File: src/rtl/ntt_pkg.sv
// ntt_pkg -- constants and types shared by the NTT BRAM blocks.
//   NTT_DEPTH_WORDS : number of 64-bit words in the coefficient BRAM
//   WORD_W          : coefficient word width
//   ADDR_W          : BRAM byte-address width
//   ADDR_SHIFT      : byte-address shift of a word index (8 bytes per word)
//   IDX_W           : width of a word index
//   state_t         : reader FSM states
//   beat_t          : one buffered output word plus its end-of-transfer tag
package ntt_pkg;

    localparam int NTT_DEPTH_WORDS = 512;
    localparam int WORD_W          = 64;
    localparam int ADDR_W          = 12;
    localparam int ADDR_SHIFT      = 3;
    localparam int IDX_W           = ADDR_W - ADDR_SHIFT;

    typedef enum logic [1:0] {
        IDLE,
        RUN,
        DRAIN
    } state_t;

    typedef struct packed {
        logic              last;
        logic [WORD_W-1:0] data;
    } beat_t;

    function automatic logic [ADDR_W-1:0] word_to_addr(input logic [IDX_W-1:0] idx);
        return {idx, {ADDR_SHIFT{1'b0}}};
    endfunction

endpackage

File: src/rtl/ntt_bram_reader_if.sv
// ntt_bram_reader_if -- BRAM read port and output stream of the reader.
//   BRAM_* : native BRAM port (reader drives address/enable, BRAM returns dout)
//   m_*    : valid/ready coefficient stream with end-of-transfer marker
//   master : the reader side; slave : BRAM plus stream consumer
interface ntt_bram_reader_if;
    import ntt_pkg::*;

    logic [ADDR_W-1:0] BRAM_addr;
    logic              BRAM_clk;
    logic [WORD_W-1:0] BRAM_din;
    logic [WORD_W-1:0] BRAM_dout;
    logic              BRAM_en;
    logic              BRAM_rst;
    logic              BRAM_we;
    logic [WORD_W-1:0] m_data;
    logic              m_valid;
    logic              m_ready;
    logic              m_last;

    modport master (
        output BRAM_addr, BRAM_clk, BRAM_din, BRAM_en, BRAM_rst, BRAM_we,
        input  BRAM_dout,
        output m_data, m_valid, m_last,
        input  m_ready
    );

    modport slave (
        input  BRAM_addr, BRAM_clk, BRAM_din, BRAM_en, BRAM_rst, BRAM_we,
        output BRAM_dout,
        input  m_data, m_valid, m_last,
        output m_ready
    );

endinterface

File: src/rtl/ntt_fifo2.sv
// ntt_fifo2 -- two-entry FIFO.
//   clk, rst : clock, synchronous active-high reset
//   push/din : write one entry (accepted when not full, or full while popping)
//   pop/dout : dout shows the head; pop removes it when not empty
//   full, empty, count : occupancy (0..2)
module ntt_fifo2 #(
    parameter int WIDTH = 8
) (
    input  logic             clk,
    input  logic             rst,
    input  logic             push,
    input  logic [WIDTH-1:0] din,
    input  logic             pop,
    output logic [WIDTH-1:0] dout,
    output logic             full,
    output logic             empty,
    output logic [1:0]       count
);

    logic [WIDTH-1:0] mem_q [2];
    logic             wr_ptr_q;
    logic             rd_ptr_q;
    logic [1:0]       count_q;
    logic             do_push;
    logic             do_pop;

    assign full    = (count_q == 2'd2);
    assign empty   = (count_q == 2'd0);
    assign count   = count_q;
    assign dout    = mem_q[rd_ptr_q];
    assign do_pop  = pop && !empty;
    assign do_push = push && (!full || do_pop);

    always_ff @(posedge clk) begin
        if (rst) begin
            // NOTE: the storage is reset too so the head reads as zero after reset.
            mem_q[0] <= '0;
            mem_q[1] <= '0;
            wr_ptr_q <= 1'b0;
            rd_ptr_q <= 1'b0;
            count_q  <= 2'd0;
        end else begin
            if (do_push) begin
                mem_q[wr_ptr_q] <= din;
                wr_ptr_q        <= ~wr_ptr_q;
            end
            if (do_pop) begin
                rd_ptr_q <= ~rd_ptr_q;
            end
            case ({do_push, do_pop})
                2'b10:   count_q <= count_q + 2'd1;
                2'b01:   count_q <= count_q - 2'd1;
                default: count_q <= count_q;
            endcase
        end
    end

endmodule

File: src/rtl/ntt_bram_reader.sv
// ntt_bram_reader -- streams len consecutive 64-bit words out of a BRAM,
// starting at word base and wrapping at the end of the memory.
//   clk, rst          : clock, synchronous active-high reset
//   start, base, len  : transfer request (sampled in IDLE only)
//   busy, done        : transfer in progress, one-cycle end-of-transfer pulse
//   bus (master)      : BRAM read port and m_data/m_valid/m_ready/m_last stream
module ntt_bram_reader
    import ntt_pkg::*;
#(
    parameter int DEPTH_WORDS = NTT_DEPTH_WORDS,
    parameter int LEN_W       = 10
) (
    input  logic               clk,
    input  logic               rst,
    input  logic               start,
    input  logic [IDX_W-1:0]   base,
    input  logic [LEN_W-1:0]   len,
    output logic               busy,
    output logic               done,
    ntt_bram_reader_if.master  bus
);

    localparam logic [LEN_W-1:0] DEPTH_LEN = LEN_W'(DEPTH_WORDS);
    localparam logic [IDX_W-1:0] LAST_IDX  = IDX_W'(DEPTH_WORDS - 1);

    state_t             state_q, state_d;
    logic [LEN_W-1:0]   len_q;
    logic [LEN_W-1:0]   issued_q;
    logic [IDX_W-1:0]   idx_q;
    logic               inflight_q;
    logic               inflight_last_q;
    logic               done_q, done_d;

    logic [LEN_W-1:0]   len_clamped;
    logic               accept, zero_start;
    logic               issue, issue_last, pop;
    logic [2:0]         occupancy;
    logic [1:0]         fifo_count;
    logic               fifo_full, fifo_empty;
    logic [$bits(beat_t)-1:0] head_bits;
    beat_t              head, push_beat;

    assign len_clamped = (len > DEPTH_LEN) ? DEPTH_LEN : len;
    assign accept      = (state_q == IDLE) && start && (len != '0);
    assign zero_start  = (state_q == IDLE) && start && (len == '0);
    assign pop         = !fifo_empty && bus.m_ready;

    // Words buffered plus the read still in the BRAM pipeline may never
    // exceed the two FIFO slots, counting the slot freed by this cycle's pop.
    assign occupancy   = {1'b0, fifo_count} + {2'b00, inflight_q};
    assign issue       = (state_q == RUN) && (occupancy < (3'd2 + {2'b00, pop}));
    assign issue_last  = issue && (issued_q == len_q - LEN_W'(1));

    always_comb begin
        // NOTE: defaults first so every path assigns every output (no latches).
        state_d = state_q;
        done_d  = 1'b0;
        case (state_q)
            IDLE: begin
                if (accept)     state_d = RUN;
                if (zero_start) done_d  = 1'b1;
            end
            RUN: begin
                if (issue_last) state_d = DRAIN;
            end
            DRAIN: begin
                if (pop && head.last) begin
                    state_d = IDLE;
                    done_d  = 1'b1;
                end
            end
            default: state_d = IDLE;
        endcase
    end

    always_ff @(posedge clk) begin
        if (rst) begin
            state_q         <= IDLE;
            len_q           <= '0;
            issued_q        <= '0;
            idx_q           <= '0;
            inflight_q      <= 1'b0;
            inflight_last_q <= 1'b0;
            done_q          <= 1'b0;
        end else begin
            // NOTE: non-blocking assignments so every register samples pre-edge values.
            state_q         <= state_d;
            done_q          <= done_d;
            // One-cycle BRAM latency: a read issued now returns next cycle.
            inflight_q      <= issue;
            inflight_last_q <= issue_last;
            if (accept) begin
                len_q    <= len_clamped;
                issued_q <= '0;
                idx_q    <= base;
            end else if (issue) begin
                issued_q <= issued_q + LEN_W'(1);
                idx_q    <= (idx_q == LAST_IDX) ? '0 : idx_q + IDX_W'(1);
            end
        end
    end

    // Returning data is captured only for reads tracked as in flight, so
    // anything arriving after a reset is dropped.
    assign push_beat = '{last: inflight_last_q, data: bus.BRAM_dout};

    ntt_fifo2 #(
        .WIDTH($bits(beat_t))
    ) u_fifo (
        .clk   (clk),
        .rst   (rst),
        .push  (inflight_q),
        .din   (push_beat),
        .pop   (pop),
        .dout  (head_bits),
        .full  (fifo_full),
        .empty (fifo_empty),
        .count (fifo_count)
    );

    assign head = beat_t'(head_bits);

    assign bus.m_data    = head.data;
    assign bus.m_valid   = !fifo_empty;
    assign bus.m_last    = head.last && !fifo_empty;

    assign bus.BRAM_addr = word_to_addr(idx_q);
    assign bus.BRAM_en   = issue;
    assign bus.BRAM_we   = 1'b0;
    assign bus.BRAM_din  = '0;
    assign bus.BRAM_clk  = clk;
    assign bus.BRAM_rst  = rst;

    assign busy = (state_q != IDLE);
    assign done = done_q;

endmodule

File: src/flat_wrapper.sv
// flat-port wrapper written by rule: the top's interface ports become plain ports
module ntt_bram_reader_flat import ntt_pkg::*;
#(
    parameter int DEPTH_WORDS = NTT_DEPTH_WORDS,
    parameter int LEN_W       = 10
)
  (clk, rst, start, base, len, busy, done, bus_BRAM_addr, bus_BRAM_clk, bus_BRAM_din, bus_BRAM_en, bus_BRAM_rst, bus_BRAM_we, bus_BRAM_dout, bus_m_data, bus_m_valid, bus_m_last, bus_m_ready);
  ntt_bram_reader_if bus_i ();
  input  logic clk;
  input  logic rst;
  input  logic start;
  input  logic [IDX_W-1:0] base;
  input  logic [LEN_W-1:0] len;
  output logic busy;
  output logic done;
  output wire logic [$bits(bus_i.BRAM_addr)-1:0] bus_BRAM_addr;
  output wire logic [$bits(bus_i.BRAM_clk)-1:0] bus_BRAM_clk;
  output wire logic [$bits(bus_i.BRAM_din)-1:0] bus_BRAM_din;
  output wire logic [$bits(bus_i.BRAM_en)-1:0] bus_BRAM_en;
  output wire logic [$bits(bus_i.BRAM_rst)-1:0] bus_BRAM_rst;
  output wire logic [$bits(bus_i.BRAM_we)-1:0] bus_BRAM_we;
  input wire logic [$bits(bus_i.BRAM_dout)-1:0] bus_BRAM_dout;
  output wire logic [$bits(bus_i.m_data)-1:0] bus_m_data;
  output wire logic [$bits(bus_i.m_valid)-1:0] bus_m_valid;
  output wire logic [$bits(bus_i.m_last)-1:0] bus_m_last;
  input wire logic [$bits(bus_i.m_ready)-1:0] bus_m_ready;
  assign bus_BRAM_addr = bus_i.BRAM_addr;
  assign bus_BRAM_clk = bus_i.BRAM_clk;
  assign bus_BRAM_din = bus_i.BRAM_din;
  assign bus_BRAM_en = bus_i.BRAM_en;
  assign bus_BRAM_rst = bus_i.BRAM_rst;
  assign bus_BRAM_we = bus_i.BRAM_we;
  assign bus_i.BRAM_dout = bus_BRAM_dout;
  assign bus_m_data = bus_i.m_data;
  assign bus_m_valid = bus_i.m_valid;
  assign bus_m_last = bus_i.m_last;
  assign bus_i.m_ready = bus_m_ready;
  ntt_bram_reader #(.DEPTH_WORDS(DEPTH_WORDS), .LEN_W(LEN_W)) u_core (.clk(clk), .rst(rst), .start(start), .base(base), .len(len), .busy(busy), .done(done), .bus(bus_i));
endmodule
File: config.mk
export PLATFORM = sky130hd
export DESIGN_NAME = ntt_bram_reader_flat
export DESIGN_NICKNAME = d
export VERILOG_FILES = /design/src/rtl/ntt_pkg.sv /design/src/rtl/ntt_bram_reader_if.sv /design/src/rtl/ntt_fifo2.sv /design/src/rtl/ntt_bram_reader.sv /design/src/flat_wrapper.sv
export SDC_FILE = /design/constraint.sdc
export NUM_CORES = 1
export LEC_CHECK = 0
export BUFFER_PORTS_ARGS = -buffer_cell sky130_fd_sc_hd__buf_2
export CAP_MARGIN = 40
export CORE_ASPECT_RATIO = 1.1
export CORE_MARGIN = 3
export CORE_UTILIZATION = 40
export DETAILED_ROUTE_END_ITERATION = 6
export GPL_TIMING_DRIVEN = 1
export REMOVE_ABC_BUFFERS = 1
export SLEW_MARGIN = 20
export SYNTH_ARGS = -nofsm -noshare
export SYNTH_HDL_FRONTEND = slang
export SYNTH_SLANG_ARGS = --single-unit
File: constraint.sdc
create_clock -name clk -period 6.8 [get_ports clk]
set_clock_uncertainty 0.1 [all_clocks]
set_input_delay 2.04 -clock clk [delete_from_list [all_inputs] [get_ports clk]]
set_output_delay 2.04 -clock clk [all_outputs]
set_load 0.01 [all_outputs]
# --- Yosys cells after proc, flatten, opt, wreduce, memory -nomap -nowiden ---
# Memory sizes are Yosys's and may differ from the RTL's. A register that Yosys moved wholly into a read port is not among the register bits.
# Cells that the tools add are included.
classes:
  n_addsub: 7
  multipliers: 0
  n_div: 0
  magnitude_cmp: 2
  n_eq_ne: 10
  shift: 0
  n_mux: 22
  bitwise_logic: 2
  n_reduce_logical: 23
op_table:
  columns: ["op", "count"]
  rows:
  - ["$mux 65", 1]
  - ["$reduce_or 65->1", 1]
  - ["$mux 9", 3]
  - ["$mux 1", 11]
  - ["$add 10x1->10 const B", 1]
  - ["$eq 10x10->1", 1]
  - ["$gt 10x10->1 const B", 1]
  - ["$logic_and 1x1->1", 10]
  - ["$logic_not 10->1", 1]
  - ["$mux 10", 1]
  - ["$reduce_bool 10->1", 1]
  - ["$sub 10x1->10 const B", 1]
  - ["$add 9x1->9 const B", 1]
  - ["$eq 9x9->1 const B", 1]
  - ["$eq 2x2->1 const B", 3]
  - ["$mux 2", 3]
  - ["$ne 2x1->1 const B", 3]
  - ["$pmux 2 s3", 1]
  - ["$reduce_bool 2->1", 3]
  - ["$eq 2x1->1 const B", 2]
  - ["$logic_not 2->1", 2]
  - ["$pmux 2 s2", 1]
  - ["$add 2x1->3", 1]
  - ["$add 2x1->3 const A", 1]
  - ["9 further kinds", 11]
totals:
  reg_bits: 38
  latchBits: 0
  ram_bits: 130
  mem_bits_ro: 0
  in_bits: 87
  out_inout_bits: 148
  wordCells: 77
  memories: 1
mem_list:
  columns: ["name", "words", "width", "rd", "rd_clocked_by_memory_dff", "write_ports", "line_no", "text"]
  rows:
  - ["u_core.u_fifo.mem_q", 2, 65, 1, 1, 2, "ntt_fifo2.sv:20", "logic [WIDTH-1:0] mem_q [2];"]

# --- Longest topological paths before layout ---
logic_depth:
  depth_word: 11
  mapped_depth: 9
  mapped_depth_nobuf: 9

# --- By module ---
# From an unflattened synthesis, not the netlist that was laid out.
hier_totals:
  hier_cells: 669
  hier_area_um2: 8251.7
modules_own_cells:
  columns: ["mod", "instances", "cells_each", "area_per_inst_um2", "seq_area_each_um2"]
  rows:
  - ["ntt_fifo2", 1, 373, 5879.4, 4003.8]
  - ["ntt_bram_reader", 1, 296, 2372.3, 680.7]

==> impl_results.rst <==
.. list-table::
   :header-rows: 1

   * - Metric
     - Value
   * - Result of the run
     - complete, no violations
   * - Final Hold Viols
     - 0
   * - Number of port buffers
     - 166
   * - Cell type with the highest occurrence count on the critical path
     - sky130_fd_sc_hd__clkbuf_16
   * - Number of placed instances, taps included
     - 1,060
   * - Async set or reset register ratio after synthesis
     - 0%
   * - Floorplan Core Area
     - 19,900 sq um
   * - Worst reg2reg setup slack
     - 4410 ps
   * - Routed WL
     - 16.7 mm
   * - Setup CP Type
     - clock port to primary output
   * - Signal arrival time at the worst endpoint
     - 3770 ps
   * - Destination of the worst register-to-register timing path
     - u_core.idx_q[6]$_SDFFE_PP0P_
   * - Via count
     - 5,184
   * - Yosys warns
     - 0
   * - Distinct cell type count of the synthesized netlist
     - 51
   * - Library cell with the highest instance count after synthesis
     - sky130_fd_sc_hd__and2_1
   * - Area enclosed by the die boundary
     - 22,200 sq um
   * - Count of routing violations after the opening detailed-route iteration
     - 222
   * - Number of standard cells in the layout, taps in and fillers out
     - 1,095
   * - Data required time at the worst endpoint
     - 4660 ps
   * - Global-route usage over all layers
     - 14.8%
   * - Unrepaired setup endpoints after global routing
     - no
   * - Post-synthesis sequential area ratio
     - 57.3%
   * - Drt first pass iters
     - 4
   * - Die Span Y
     - 156 microns
   * - Setup Slack @ Placement
     - 1150 ps
   * - Post-CTS resize count
     - 0
   * - Via density per instance
     - 4.73
   * - Layout cells sized above 1
     - 34.3%
   * - Yosys top cell area share
     - 47.8%
   * - Number of global-route vias before repair
     - 5,216
   * - RD Place Congestion
     - 0.762
   * - Reg2reg path depth
     - 9
   * - Family with the most delay on the worst path
     - buffers and inverters
   * - Synthesis-stage register bit count
     - 169
   * - Syn Inst Count
     - 669
   * - Category of the worst setup path capture point
     - primary output
   * - Synthesized cell area
     - 8170 sq um
   * - Aggregate negative setup slack
     - 0 ps
   * - Cts-stage hold buffer count
     - 0
   * - Critical Path Max Stage Delay
     - 130 ps
   * - Antenna viol nets, final
     - 0
   * - Initial core utilization
     - 41.0%
   * - Critical Path Source Type
     - clock port
   * - Worst-Skew Late Latency
     - 530 ps
   * - Fin worst setup slack
     - 888 ps
   * - Most area-hungry cell type in the Yosys netlist
     - sky130_fd_sc_hd__edfxtp_1
   * - Floorplan die width
     - 142 microns
   * - Average footprint of a synthesized cell
     - 12.2 sq um
   * - DR WL/cell
     - 15.3 microns
   * - Cell with the biggest individual delay on the critical path
     - sky130_fd_sc_hd__clkbuf_16
   * - Setup Buffers After CTS
     - 0
   * - Number of nets in the layout
     - 924
   * - Max rail drop VDD
     - 205 uV
   * - DR DRC count
     - 0
   * - Leakage power
     - 4.16 nW
   * - Row count
     - 54
   * - CP Max Fanout
     - 2
   * - Critical Path Sink
     - bus_BRAM_clk
   * - Antenna cells
     - 0
   * - R2r startpoint
     - u_core.idx_q[0]$_SDFFE_PP0P_
   * - Cell Chain, Critical Path
     - clkbuf_16 > clkbuf_16 > buf_2
   * - Slew of the pin with the lowest slew margin
     - 639 ps
   * - Hold Slack
     - 378 ps
   * - Commonest cells post-synth
     - sky130_fd_sc_hd__and2_1, sky130_fd_sc_hd__edfxtp_1, sky130_fd_sc_hd__buf_4
   * - Post-synth top flop
     - sky130_fd_sc_hd__edfxtp_1
   * - Launch point of the critical path
     - clk
   * - Total congestion overflow after global routing
     - 0
   * - Max_slew headroom
     - 57.4%
   * - Finish-stage setup viols
     - 0
   * - I/O pin cnt
     - 235
   * - Overall Power
     - 2.57 mW
   * - Buffers and inverters on the worst path
     - 3
   * - First-pass GRT wire length
     - 26.0 mm
   * - Largest net degree at the start of global routing
     - 66
   * - Max-capacitance violation count
     - 0
   * - Number of slew-limit violations in the final report
     - 0
   * - Most area-consuming cells after synthesis
     - sky130_fd_sc_hd__edfxtp_1, sky130_fd_sc_hd__and2_1, sky130_fd_sc_hd__dfxtp_1
   * - Logic depth of the worst setup path including buffers
     - 3
   * - Synthesis-to-finish area growth
     - 19.3%
   * - Initial antenna violation count
     - 0
   * - Clock tree from TritonCTS
     - yes
   * - Half-perimeter wire length after placement
     - 10.9 mm
   * - Clock transition at the registers of the reported paths
     - 70 ps
   * - Worst hold path class
     - flop to flop
   * - PwrDens
     - 264 nW/um^2
   * - Number of enable-type register cells in the synthesized netlist
     - 130
sequential cells by signal, indices dropped and copies added (netlist names), named ones only:
signal	count
u_core.len_q	10
u_core.inflight_q	1
u_core.idx_q	9
u_core.state_q	2
u_core.issued_q	10
u_core.done	1
u_core.u_fifo.count	2
u_core.u_fifo.mem_q	130
u_core.u_fifo.wr_ptr_q	1
u_core.inflight_last_q	1
u_core.u_fifo.rd_ptr_q	1
where the power goes:
part	internal, mW	switching [mW]
Clock	0.702	0.432
Sequential	1.16	0.0210
Combinational	0.109	0.149
Total	1.97	0.602
worst min path at each step:
stage / startpoint / endpoint / slack [ps] / depth (start not counted)
floorplan: u_core.state_q[0]$_SDFFE_PP0P_ / u_core.done$_SDFF_PP0_ / 330 / 1
global placement: u_core.state_q[0]$_SDFFE_PP0P_ / u_core.done$_SDFF_PP0_ / 370 / 1
detailed placement: u_core.state_q[0]$_SDFFE_PP0P_ / u_core.done$_SDFF_PP0_ / 380 / 1
CTS: u_core.state_q[0]$_SDFFE_PP0P_ / u_core.done$_SDFF_PP0_ / 380 / 1
global route: u_core.len_q[8]$_SDFFE_PP0P_ / u_core.len_q[8]$_SDFFE_PP0P_ / 410 / 2
finish: u_core.state_q[0]$_SDFFE_PP0P_ / u_core.done$_SDFF_PP0_ / 380 / 1
stage by stage:
step | utilization [%] | instance area, sq um
after floorplan | - | 7770
after global placement | 45.0 | 8980
after detailed placement | 45.3 | 9020
after CTS | 48.8 | 9730
after global routing | 48.9 | 9750
final | 48.9 | 9750
logic make-up after synthesis:
group / share of synthesized area [%]
xor gates and xnor gates: 2.85
muxes: 8.94
buffers and inverters: 8.37
AOI/OAI and AO/OA: 4.36
and+or+nand+nor: 17.2
adders and majority gates: 0.919
other: 0.0459
DFF: 57.3
layout by cell type, fill, tap and decap left out, types with 3 or more instances in the layout:
| master | netlist | routed |
|---|---|---|
| sky130_fd_sc_hd__xor2_1 | 13 | 13 |
| sky130_fd_sc_hd__edfxtp_1 | 130 | 130 |
| sky130_fd_sc_hd__nor3_1 | 9 | 8 |
| sky130_fd_sc_hd__xnor2_1 | 11 | 11 |
| sky130_fd_sc_hd__buf_4 | 70 | 4 |
| sky130_fd_sc_hd__o21ai_0 | 10 | 10 |
| sky130_fd_sc_hd__a211oi_1 | 3 | 3 |
| sky130_fd_sc_hd__clkbuf_16 | 0 | 20 |
| sky130_fd_sc_hd__nor3b_1 | 3 | 3 |
| sky130_fd_sc_hd__a22o_1 | 4 | 4 |
| sky130_fd_sc_hd__bufinv_16 | 0 | 4 |
| sky130_fd_sc_hd__and3_1 | 11 | 11 |
| sky130_fd_sc_hd__nor4_1 | 3 | 3 |
| sky130_fd_sc_hd__o21ai_1 | 3 | 3 |
| sky130_fd_sc_hd__dfxtp_1 | 39 | 38 |
| sky130_fd_sc_hd__nand3b_1 | 4 | 4 |
| sky130_fd_sc_hd__inv_6 | 0 | 6 |
| sky130_fd_sc_hd__nor2_1 | 27 | 27 |
| sky130_fd_sc_hd__inv_1 | 9 | 9 |
| sky130_fd_sc_hd__o21ai_2 | 3 | 3 |
| sky130_fd_sc_hd__a21oi_1 | 18 | 18 |
| sky130_fd_sc_hd__a32oi_1 | 3 | 3 |
| sky130_fd_sc_hd__nand3_1 | 7 | 7 |
| sky130_fd_sc_hd__nand2_1 | 23 | 23 |
| sky130_fd_sc_hd__ha_1 | 6 | 6 |
| sky130_fd_sc_hd__and2_1 | 131 | 131 |
| sky130_fd_sc_hd__nand2b_1 | 5 | 5 |
| sky130_fd_sc_hd__buf_2 | 4 | 166 |
| sky130_fd_sc_hd__conb_1 | 1 | 68 |
| sky130_fd_sc_hd__mux2_2 | 64 | 64 |
layer usage:
metal | part of all wire (%) | global-route usage, % | up-vias
li1 | - | - | 2517
met1 | 45 | 19.5 | 2471
met2 | 48 | 24.5 | 178
met3 | 5.5 | 3.13 | 18
met4 | 1.2 | 5.16 | 0
met5 | 0 | 0 | -
final cells by class:
class | instances | area (sq um)
multi-input cells | 458 | 3080
flip-flops and latches | 169 | 4690
repair buffers | 172 | 923
well taps | 252 | 315
clock inverters | 14 | 206
fillers | 1815 | 10200
inverters | 9 | 33.8
clock buffers | 21 | 505
No activity file was read; power rests on OpenSTA's default activity.
